[src/rtl/decode_stage_if.sv]
// Fetch-side and execute-side handshake bundle for decode_stage.
interface decode_stage_if #(
  parameter int ADDR_W = 32,
  parameter int CNT_W  = 32
);
  logic              fetch_valid;
  logic              fetch_ready;
  logic [ADDR_W-1:0] fetch_pc;
  logic [31:0]       fetch_insn;
  logic              dec_valid;
  logic              dec_ready;
  logic [ADDR_W-1:0] dec_pc;
  logic [7:0]        dec_opcode;
  logic [3:0]        dec_rd;
  logic [3:0]        dec_rs1;
  logic [3:0]        dec_rs2;
  logic [31:0]       dec_imm;
  logic              dec_illegal;
  logic [CNT_W-1:0]  dec_count;

  modport master (
    output fetch_valid, fetch_pc, fetch_insn, dec_ready,
    input  fetch_ready, dec_valid, dec_pc, dec_opcode, dec_rd, dec_rs1,
           dec_rs2, dec_imm, dec_illegal, dec_count
  );

  modport slave (
    input  fetch_valid, fetch_pc, fetch_insn, dec_ready,
    output fetch_ready, dec_valid, dec_pc, dec_opcode, dec_rd, dec_rs1,
           dec_rs2, dec_imm, dec_illegal, dec_count
  );
endinterface

[src/rtl/decode_stage.sv]
// Instruction decode stage: cracks fetch words into fields, reassembles
// two-word immediates, and presents one registered result to execute.
module decode_stage #(
  parameter int ADDR_W = 32,
  parameter int CNT_W  = 32
) (
  input  logic          clk,
  input  logic          reset,
  input  logic          flush,
  decode_stage_if.slave bus
);
  typedef enum logic {S_FIRST, S_IMM} state_t;

  state_t state, state_next;

  logic              accept, handover;
  logic              load_single, load_imm, latch_hdr;
  logic [7:0]        op;
  logic [31:0]       sext12;
  logic              two_word, illegal;
  logic [31:0]       imm;

  logic [ADDR_W-1:0] hdr_pc;
  logic [7:0]        hdr_op;
  logic [3:0]        hdr_rd, hdr_rs1, hdr_rs2;

  logic              out_valid;
  logic [ADDR_W-1:0] out_pc;
  logic [7:0]        out_op;
  logic [3:0]        out_rd, out_rs1, out_rs2;
  logic [31:0]       out_imm;
  logic              out_ill;
  logic [CNT_W-1:0]  cnt;

  assign bus.fetch_ready = !reset && !flush && (!out_valid || bus.dec_ready);
  assign accept          = bus.fetch_valid && bus.fetch_ready;
  assign handover        = out_valid && bus.dec_ready;

  assign op     = bus.fetch_insn[31:24];
  assign sext12 = {{20{bus.fetch_insn[11]}}, bus.fetch_insn[11:0]};

  always_comb begin
    two_word = 1'b0;
    illegal  = 1'b0;
    imm      = '0;
    case (op) inside
      8'h00:          imm = '0;
      [8'h01:8'h1F]:  imm = '0;
      [8'h20:8'h4F]:  imm = sext12;
      [8'h60:8'h6F]:  imm = {sext12[29:0], 2'b00};
      8'h50, 8'h51:   two_word = 1'b1;
      default:        illegal = 1'b1;
    endcase
  end

  always_comb begin
    state_next  = state;
    load_single = 1'b0;
    load_imm    = 1'b0;
    latch_hdr   = 1'b0;
    if (accept) begin
      case (state)
        S_FIRST: begin
          if (two_word) begin
            latch_hdr  = 1'b1;
            state_next = S_IMM;
          end else begin
            load_single = 1'b1;
          end
        end
        S_IMM: begin
          load_imm   = 1'b1;
          state_next = S_FIRST;
        end
        default: state_next = S_FIRST;
      endcase
    end
  end

  always_ff @(posedge clk) begin
    if (reset || flush) state <= S_FIRST;
    else                state <= state_next;
  end

  always_ff @(posedge clk) begin
    if (reset || flush) begin
      hdr_pc  <= '0;
      hdr_op  <= '0;
      hdr_rd  <= '0;
      hdr_rs1 <= '0;
      hdr_rs2 <= '0;
    end else if (latch_hdr) begin
      hdr_pc  <= bus.fetch_pc;
      hdr_op  <= op;
      hdr_rd  <= bus.fetch_insn[23:20];
      hdr_rs1 <= bus.fetch_insn[19:16];
      hdr_rs2 <= bus.fetch_insn[15:12];
    end
  end

  // A load in the same cycle as a hand-over overwrites the register directly,
  // which is what gives back-to-back issue without a bubble.
  always_ff @(posedge clk) begin
    if (reset || flush) begin
      out_valid <= 1'b0;
      out_pc    <= '0;
      out_op    <= '0;
      out_rd    <= '0;
      out_rs1   <= '0;
      out_rs2   <= '0;
      out_imm   <= '0;
      out_ill   <= 1'b0;
    end else if (load_single) begin
      out_valid <= 1'b1;
      out_pc    <= bus.fetch_pc;
      out_op    <= op;
      out_rd    <= bus.fetch_insn[23:20];
      out_rs1   <= bus.fetch_insn[19:16];
      out_rs2   <= bus.fetch_insn[15:12];
      out_imm   <= imm;
      out_ill   <= illegal;
    end else if (load_imm) begin
      out_valid <= 1'b1;
      out_pc    <= hdr_pc;
      out_op    <= hdr_op;
      out_rd    <= hdr_rd;
      out_rs1   <= hdr_rs1;
      out_rs2   <= hdr_rs2;
      out_imm   <= bus.fetch_insn;
      out_ill   <= 1'b0;
    end else if (handover) begin
      out_valid <= 1'b0;
    end
  end

  // Counter survives flush; only reset clears it.
  always_ff @(posedge clk) begin
    if (reset)         cnt <= '0;
    else if (handover) cnt <= cnt + 1'b1;
  end

  assign bus.dec_valid   = out_valid;
  assign bus.dec_pc      = out_pc;
  assign bus.dec_opcode  = out_op;
  assign bus.dec_rd      = out_rd;
  assign bus.dec_rs1     = out_rs1;
  assign bus.dec_rs2     = out_rs2;
  assign bus.dec_imm     = out_imm;
  assign bus.dec_illegal = out_ill;
  assign bus.dec_count   = cnt;
endmodule

[src/flat_wrapper.sv]
// flat-port wrapper written by rule: the top's interface ports become plain ports
module decode_stage_flat 
#(
  parameter int ADDR_W = 32,
  parameter int CNT_W  = 32
)
  (clk, reset, flush, bus_fetch_valid, bus_fetch_pc, bus_fetch_insn, bus_dec_ready, bus_fetch_ready, bus_dec_valid, bus_dec_pc, bus_dec_opcode, bus_dec_rd, bus_dec_rs1, bus_dec_rs2, bus_dec_imm, bus_dec_illegal, bus_dec_count);
  decode_stage_if #(.ADDR_W(ADDR_W), .CNT_W(CNT_W)) bus_i ();
  input  logic clk;
  input  logic reset;
  input  logic flush;
  input wire logic [$bits(bus_i.fetch_valid)-1:0] bus_fetch_valid;
  input wire logic [$bits(bus_i.fetch_pc)-1:0] bus_fetch_pc;
  input wire logic [$bits(bus_i.fetch_insn)-1:0] bus_fetch_insn;
  input wire logic [$bits(bus_i.dec_ready)-1:0] bus_dec_ready;
  output wire logic [$bits(bus_i.fetch_ready)-1:0] bus_fetch_ready;
  output wire logic [$bits(bus_i.dec_valid)-1:0] bus_dec_valid;
  output wire logic [$bits(bus_i.dec_pc)-1:0] bus_dec_pc;
  output wire logic [$bits(bus_i.dec_opcode)-1:0] bus_dec_opcode;
  output wire logic [$bits(bus_i.dec_rd)-1:0] bus_dec_rd;
  output wire logic [$bits(bus_i.dec_rs1)-1:0] bus_dec_rs1;
  output wire logic [$bits(bus_i.dec_rs2)-1:0] bus_dec_rs2;
  output wire logic [$bits(bus_i.dec_imm)-1:0] bus_dec_imm;
  output wire logic [$bits(bus_i.dec_illegal)-1:0] bus_dec_illegal;
  output wire logic [$bits(bus_i.dec_count)-1:0] bus_dec_count;
  assign bus_i.fetch_valid = bus_fetch_valid;
  assign bus_i.fetch_pc = bus_fetch_pc;
  assign bus_i.fetch_insn = bus_fetch_insn;
  assign bus_i.dec_ready = bus_dec_ready;
  assign bus_fetch_ready = bus_i.fetch_ready;
  assign bus_dec_valid = bus_i.dec_valid;
  assign bus_dec_pc = bus_i.dec_pc;
  assign bus_dec_opcode = bus_i.dec_opcode;
  assign bus_dec_rd = bus_i.dec_rd;
  assign bus_dec_rs1 = bus_i.dec_rs1;
  assign bus_dec_rs2 = bus_i.dec_rs2;
  assign bus_dec_imm = bus_i.dec_imm;
  assign bus_dec_illegal = bus_i.dec_illegal;
  assign bus_dec_count = bus_i.dec_count;
  decode_stage #(.ADDR_W(ADDR_W), .CNT_W(CNT_W)) u_core (.clk(clk), .reset(reset), .flush(flush), .bus(bus_i));
endmodule
[config.mk]
export PLATFORM = sky130hd
export DESIGN_NAME = decode_stage_flat
export DESIGN_NICKNAME = d
export VERILOG_FILES = /design/src/rtl/decode_stage_if.sv /design/src/rtl/decode_stage.sv /design/src/flat_wrapper.sv
export SDC_FILE = /design/constraint.sdc
export NUM_CORES = 1
export LEC_CHECK = 0
export CAP_MARGIN = 20
export CORE_MARGIN = 5
export CORE_UTILIZATION = 54
export DETAILED_ROUTE_END_ITERATION = 7
export PLACE_DENSITY = 0.9
export SLEW_MARGIN = 5
export SYNTH_ARGS = -nofsm -noshare
export SYNTH_HDL_FRONTEND = slang
export SYNTH_SLANG_ARGS = --single-unit
[constraint.sdc]
create_clock -name clk -period 3.7 [get_ports clk]
set_clock_uncertainty 0.05 [all_clocks]
set_input_delay 0.74 -clock clk [delete_from_list [all_inputs] [get_ports clk]]
set_output_delay 0.74 -clock clk [all_outputs]
set_load 0.05 [all_outputs]
# Word-level counts from Yosys, hierarchy flattened
# Cells that the tools add are included.
[totals] regBits=171 out_inout_bits=119
[op_classes] addsub=1 n_eq_ne=2 magnitude_cmp=6 reduce_logical=16 bitwise=1 muxes=40
[op_table] cell="32-bit 2-to-1 mux" count=8
[op_table] cell="32-bit by 1-bit adder with 32-bit output, second input constant" count=1
[op_table] cell="4-bit 2-to-1 mux" count=6
[op_table] cell="1-bit 2-to-1 mux" count=23
[op_table] cell="8-bit by 7-bit == test with 1-bit output, second input constant" count=2
[op_table] cell="8-bit by 7-bit less-or-equal comparator with 1-bit output, second input constant" count=2
[op_table] cell="8-bit 2-to-1 mux" count=2
[op_table] cell="8-bit by 1-bit >= comparator with 1-bit output, second input constant" count=1
[op_table] cell="8-bit by 6-bit >= comparator with 1-bit output, second input constant" count=1
[op_table] cell="8-bit by 7-bit >= comparator with 1-bit output, second input constant" count=1
[op_table] cell="8-bit by 5-bit less-or-equal comparator with 1-bit output, second input constant" count=1
[op_table] cell="8-bit zero test" count=1
[op_table] cell="1-bit logical AND" count=7
[op_table] cell="1-bit zero test" count=3
[op_table] cell="3-bit nonzero test" count=1
[op_table] cell="1-bit logical OR" count=2
[op_table] cell="1-bit one-hot mux with 2 select lines" count=1
[op_table] cell="2-bit nonzero test" count=1
[op_table] cell="2-bit OR reduction" count=1
[op_table] cell="1-bit NOT" count=1

# Longest topological paths before layout
[depth] depth_word=11 depth_mapped=8 ltp_nobuf=5

# Worst setup path before layout
# Ideal clock, no wire load.
[synth_timing] path_kind="input to output" from="input port reset" to="output port bus_fetch_ready" setup_slack_ns=0.578 arrival_time_ns=2.332 required_time_ns=2.910 cell_stages=6 cell_sequence="clkbuf_1 -> or2_2 -> clkbuf_1 -> clkbuf_1 -> clkbuf_1 -> nor2_1"
[synth_via] elab_chain_cells=3
[synth_rtl] element="start: declaration" line="flat_wrapper.sv:10" rtl="input logic reset;"
[synth_rtl] element="1-bit zero test" line="decode_stage.sv:35" rtl="assign bus.fetch_ready = !reset && !flush && (!out_valid || bus.dec_ready);"
[synth_rtl] element="1-bit logical AND (2 in a row)" line="decode_stage.sv:35"
[synth_rtl] element="end: declaration" line="flat_wrapper.sv:16" rtl="output wire logic [$bits(bus_i.fetch_ready)-1:0] bus_fetch_ready;"
# No other way between the ends.

# Worst setup path after layout
# Ends and elaborated chain as after synthesis.

==> run summary <==
Status: completed
Die area: 16700 µm²
Critical Path Source: reset
First-pass GRT wire length: 38100 µm
Part of the power in the clock network: 46.3%
Max_slew headroom: 43.5%
Global Route Usage Sum: 27.9%
Crit end category: output port
Final worst path period share: 77.7%
Layout area overhead: 34.0%
Crit path time final: 2870 ps
Clock-pin slew on the worst setup and hold paths: 60 ps
Die height: 129 µm
Synth cell count leaders: dfxtp_1 (171), a21oi_1 (153), nand3_1 (112), o21ai_0 (107), clkbuf_1 (69)
Worst-path fanout max: 33
Vias: 8113
Part of the Yosys area used for sequential elements: 44.6%
# diodes: 0
Unrepaired setup endpoints after global routing: no
Least-Margin Pin Slew: 845 ps
First-pass DRT Iterations: 6
Leak: 3.11 nW
Layout cell share with drive strength beyond 1: 7.73%
Grt total ovfl: 0
Count leader, synth: dfxtp_1
Vias in the first global route: 7432
Top post-synthesis cells by area: dfxtp_1 (45%), a21oi_1 (10%), a311oi_1 (7.8%)
Port Buffers: 187
Critical R2R Capture: u_core.bus.dec_count[23]
Post-Syn Nets: 984
Post-CTS sizing: 0
Min Hold Slack: 423 ps
Post-synthesis cell area: 7670 µm²
H-tree Lvls: 4
HP Class: flip-flop to flip-flop
Launching point of the worst reg2reg path: u_core.bus.dec_count[11]
Initial Utilization: 55.3%
DRC viols: 0
WP data arrival: 2080 ps
#FFs+latches synth: 171
Ys async rst share: 0%
Switching pwr: 0.00101 W
Max Slew Vio Count: 0
Initial DRC Count: 1164
Final weighted congestion in routability-driven placement: 0.828
Sw Ratio: 23.5%
Routed len/inst: 19.7 µm
Yosys cell types: 49
Post-Layout Cell Count: 1228
Post-Synthesis Cells: 914
Commonest register cell after synthesis: dfxtp_1
DIE WIDTH: 129 µm
Worst Reg-to-Reg Cells: 4
DRT antenna net count: 0
Total wire length: 24200 µm
Power Density: 417 nW/µm²
Row Count: 43
Crit path kind: input pin to output port
CTS tree: built
Initial antenna violation count: 0
Max-Cap Viols: 0
Post-synth EDFFs: 0
Synth area leader: dfxtp_1
Top-area cell type share of the netlist area: 44.6%
Setup slack, reg-to-reg: 1180 ps
Post CTS Setup Buffer Count: 0
Final setup TNS: 0 ps
Synthesis Warnings: 0
Clk buf depth: 2
CTS Hold Bufs: 0
DP Cell Count: 1196
Largest net degree at the start of global routing: 131
Critical path launch point type: input pin
Hold_sp: u_core.hdr_pc[5]
Vias per cell: 6.61
Synth Area per Inst: 8.39 µm²
CTS Buf Count: 17
Fillers: 1007
Sequential Power Share: 43.8%
Hold depth: 2
Clock sink count: 171
Core Region: 13900 µm²
Hold Path End: u_core.hdr_pc[5]
Logic pwr share: 9.9%
Maximum clock frequency: 348 MHz
Top-level port count: 188
Hold Vio Cnt, Final: 0
Post-DP HPWL: 15200 µm
Nets: 1105
Worst-Skew Late Latency: 420 ps
Int Pwr: 0.00328 W
Peak supply drop: 0.326 mV
Setup violators final: 0
Clock root cell: clkbuf_16
Crit path required time: 2910 ps
[stage by stage]
| step | setup slack, ps | area [µm²] | power (W) | util, % |
|---|---|---|---|---|
| 2_1_floorplan | 578 | 7670 | 0.00214 | - |
| 3_3_place_gp | 550 | 9620 | 0.00233 | 69.3 |
| 3_5_place_dp | 507 | 9620 | 0.00233 | 69.3 |
| 4_1_cts | 830 | 10300 | 0.00429 | 74.0 |
| 5_1_grt | 741 | 10300 | 0.00440 | 74.0 |
| 6_report | 826 | 10300 | 0.00428 | 74.0 |
[worst max path at each step]
stage | endpoint | slack (ps) | depth (start not counted)
2_1_floorplan | bus_fetch_ready | 580 | 6
3_3_place_gp | u_core.bus.dec_imm[31] | 550 | 6
3_5_place_dp | u_core.hdr_op[5] | 510 | 6
4_1_cts | bus_fetch_ready | 830 | 5
5_1_grt | u_core.hdr_op[5] | 740 | 6
6_report | bus_fetch_ready | 830 | 5
[state kept, by name (all words and copies together), names as in the netlist]
| register | flops |
|---|---|
| u_core.bus.dec_rs2 | 4 |
| u_core.bus.dec_imm | 32 |
| u_core.state | 1 |
| u_core.bus.dec_count | 32 |
| u_core.hdr_rd | 4 |
| u_core.bus.dec_pc | 32 |
| u_core.hdr_pc | 32 |
| u_core.hdr_rs1 | 4 |
| u_core.bus.dec_rs1 | 4 |
| u_core.bus.dec_illegal | 1 |
| u_core.bus.dec_valid | 1 |
| u_core.hdr_op | 8 |
| u_core.bus.dec_rd | 4 |
| u_core.hdr_rs2 | 4 |
| u_core.bus.dec_opcode | 8 |
[layout make-up]
| class | count | area, µm² | share of cell area [%] |
|---|---|---|---|
| repair buffers | 210 | 2140 | 20.8 |
| well taps | 180 | 225 | 2.19 |
| multi-input cells | 631 | 3810 | 37.1 |
| clock buffers | 22 | 474 | 4.61 |
| flip-flops and latches | 171 | 3420 | 33.3 |
| inverters | 4 | 15.0 | 0.146 |
| clock inverters | 10 | 188 | 1.83 |
[power groups by stage]
stage / combinational (W) / clock [W] / sequential, W
floorplan: 0.000154 / 0 / 0.00199
global placement: 0.000413 / 0 / 0.00192
detailed placement: 0.000418 / 0 / 0.00192
CTS: 0.000419 / 0.00200 / 0.00187
global route: 0.000447 / 0.00208 / 0.00188
finish: 0.000424 / 0.00199 / 0.00188
[routing by layer]
metal | part of all wire [%] | GRT usage, % | wire length (µm)
met4 | 2.8 | 10.0 | 679
met3 | 9.6 | 5.36 | 2330
met1 | 41 | 38.6 | 9830
met5 | 0 | 0 | 0
met2 | 47 | 43.7 | 11300
[cell usage in the layout (no fill, tap or decap), types with 2 or more instances in the layout]
| cell | n |
|---|---|
| a211oi_1 | 8 |
| and4_1 | 6 |
| inv_1 | 4 |
| nand2b_1 | 4 |
| nand2_1 | 28 |
| o21ai_0 | 107 |
| buf_4 | 16 |
| o31ai_1 | 22 |
| nand4_1 | 9 |
| buf_12 | 8 |
| clkinvlp_4 | 2 |
| clkbuf_1 | 2 |
| clkinv_4 | 2 |
| clkdlybuf4s50_1 | 186 |
| a21oi_1 | 153 |
| nor2b_1 | 2 |
| xor2_1 | 9 |
| o21a_1 | 2 |
| o22ai_1 | 2 |
| and3_1 | 9 |
| nor3_1 | 2 |
| mux2i_1 | 2 |
| a311oi_2 | 10 |
| or3_1 | 7 |
| a311oi_1 | 68 |
| nor2_1 | 16 |
| clkbuf_16 | 17 |
| nand3_1 | 110 |
| or4_1 | 13 |
| nand3_4 | 2 |
| o21ai_1 | 16 |
| nor4bb_1 | 2 |
| dfxtp_1 | 171 |
| clkbuf_8 | 3 |
| bufinv_16 | 5 |
[worst max-delay path, stage by stage]
cell,delay (ps)
clkdlybuf4s50_1,440
buf_4,250
or2_4,280
nor2_1,150
buf_4,220
[logic make-up (layout without fill, tap and decap cells)]
logic type               Yosys count  in the layout  synth area share, %
flip-flops                       171            171                 44.6
multiplexers                       2              2                0.261
AND/OR/NAND/NOR                  227            227                 16.2
adder cells (fa/ha/maj)            1              1                0.163
buffers and inverters            112            246                 6.26
XOR/XNOR                          10             10                 1.14
AO/OA/AOI/OAI                    391            391                 31.4
Power figures use the tool's default switching activity.
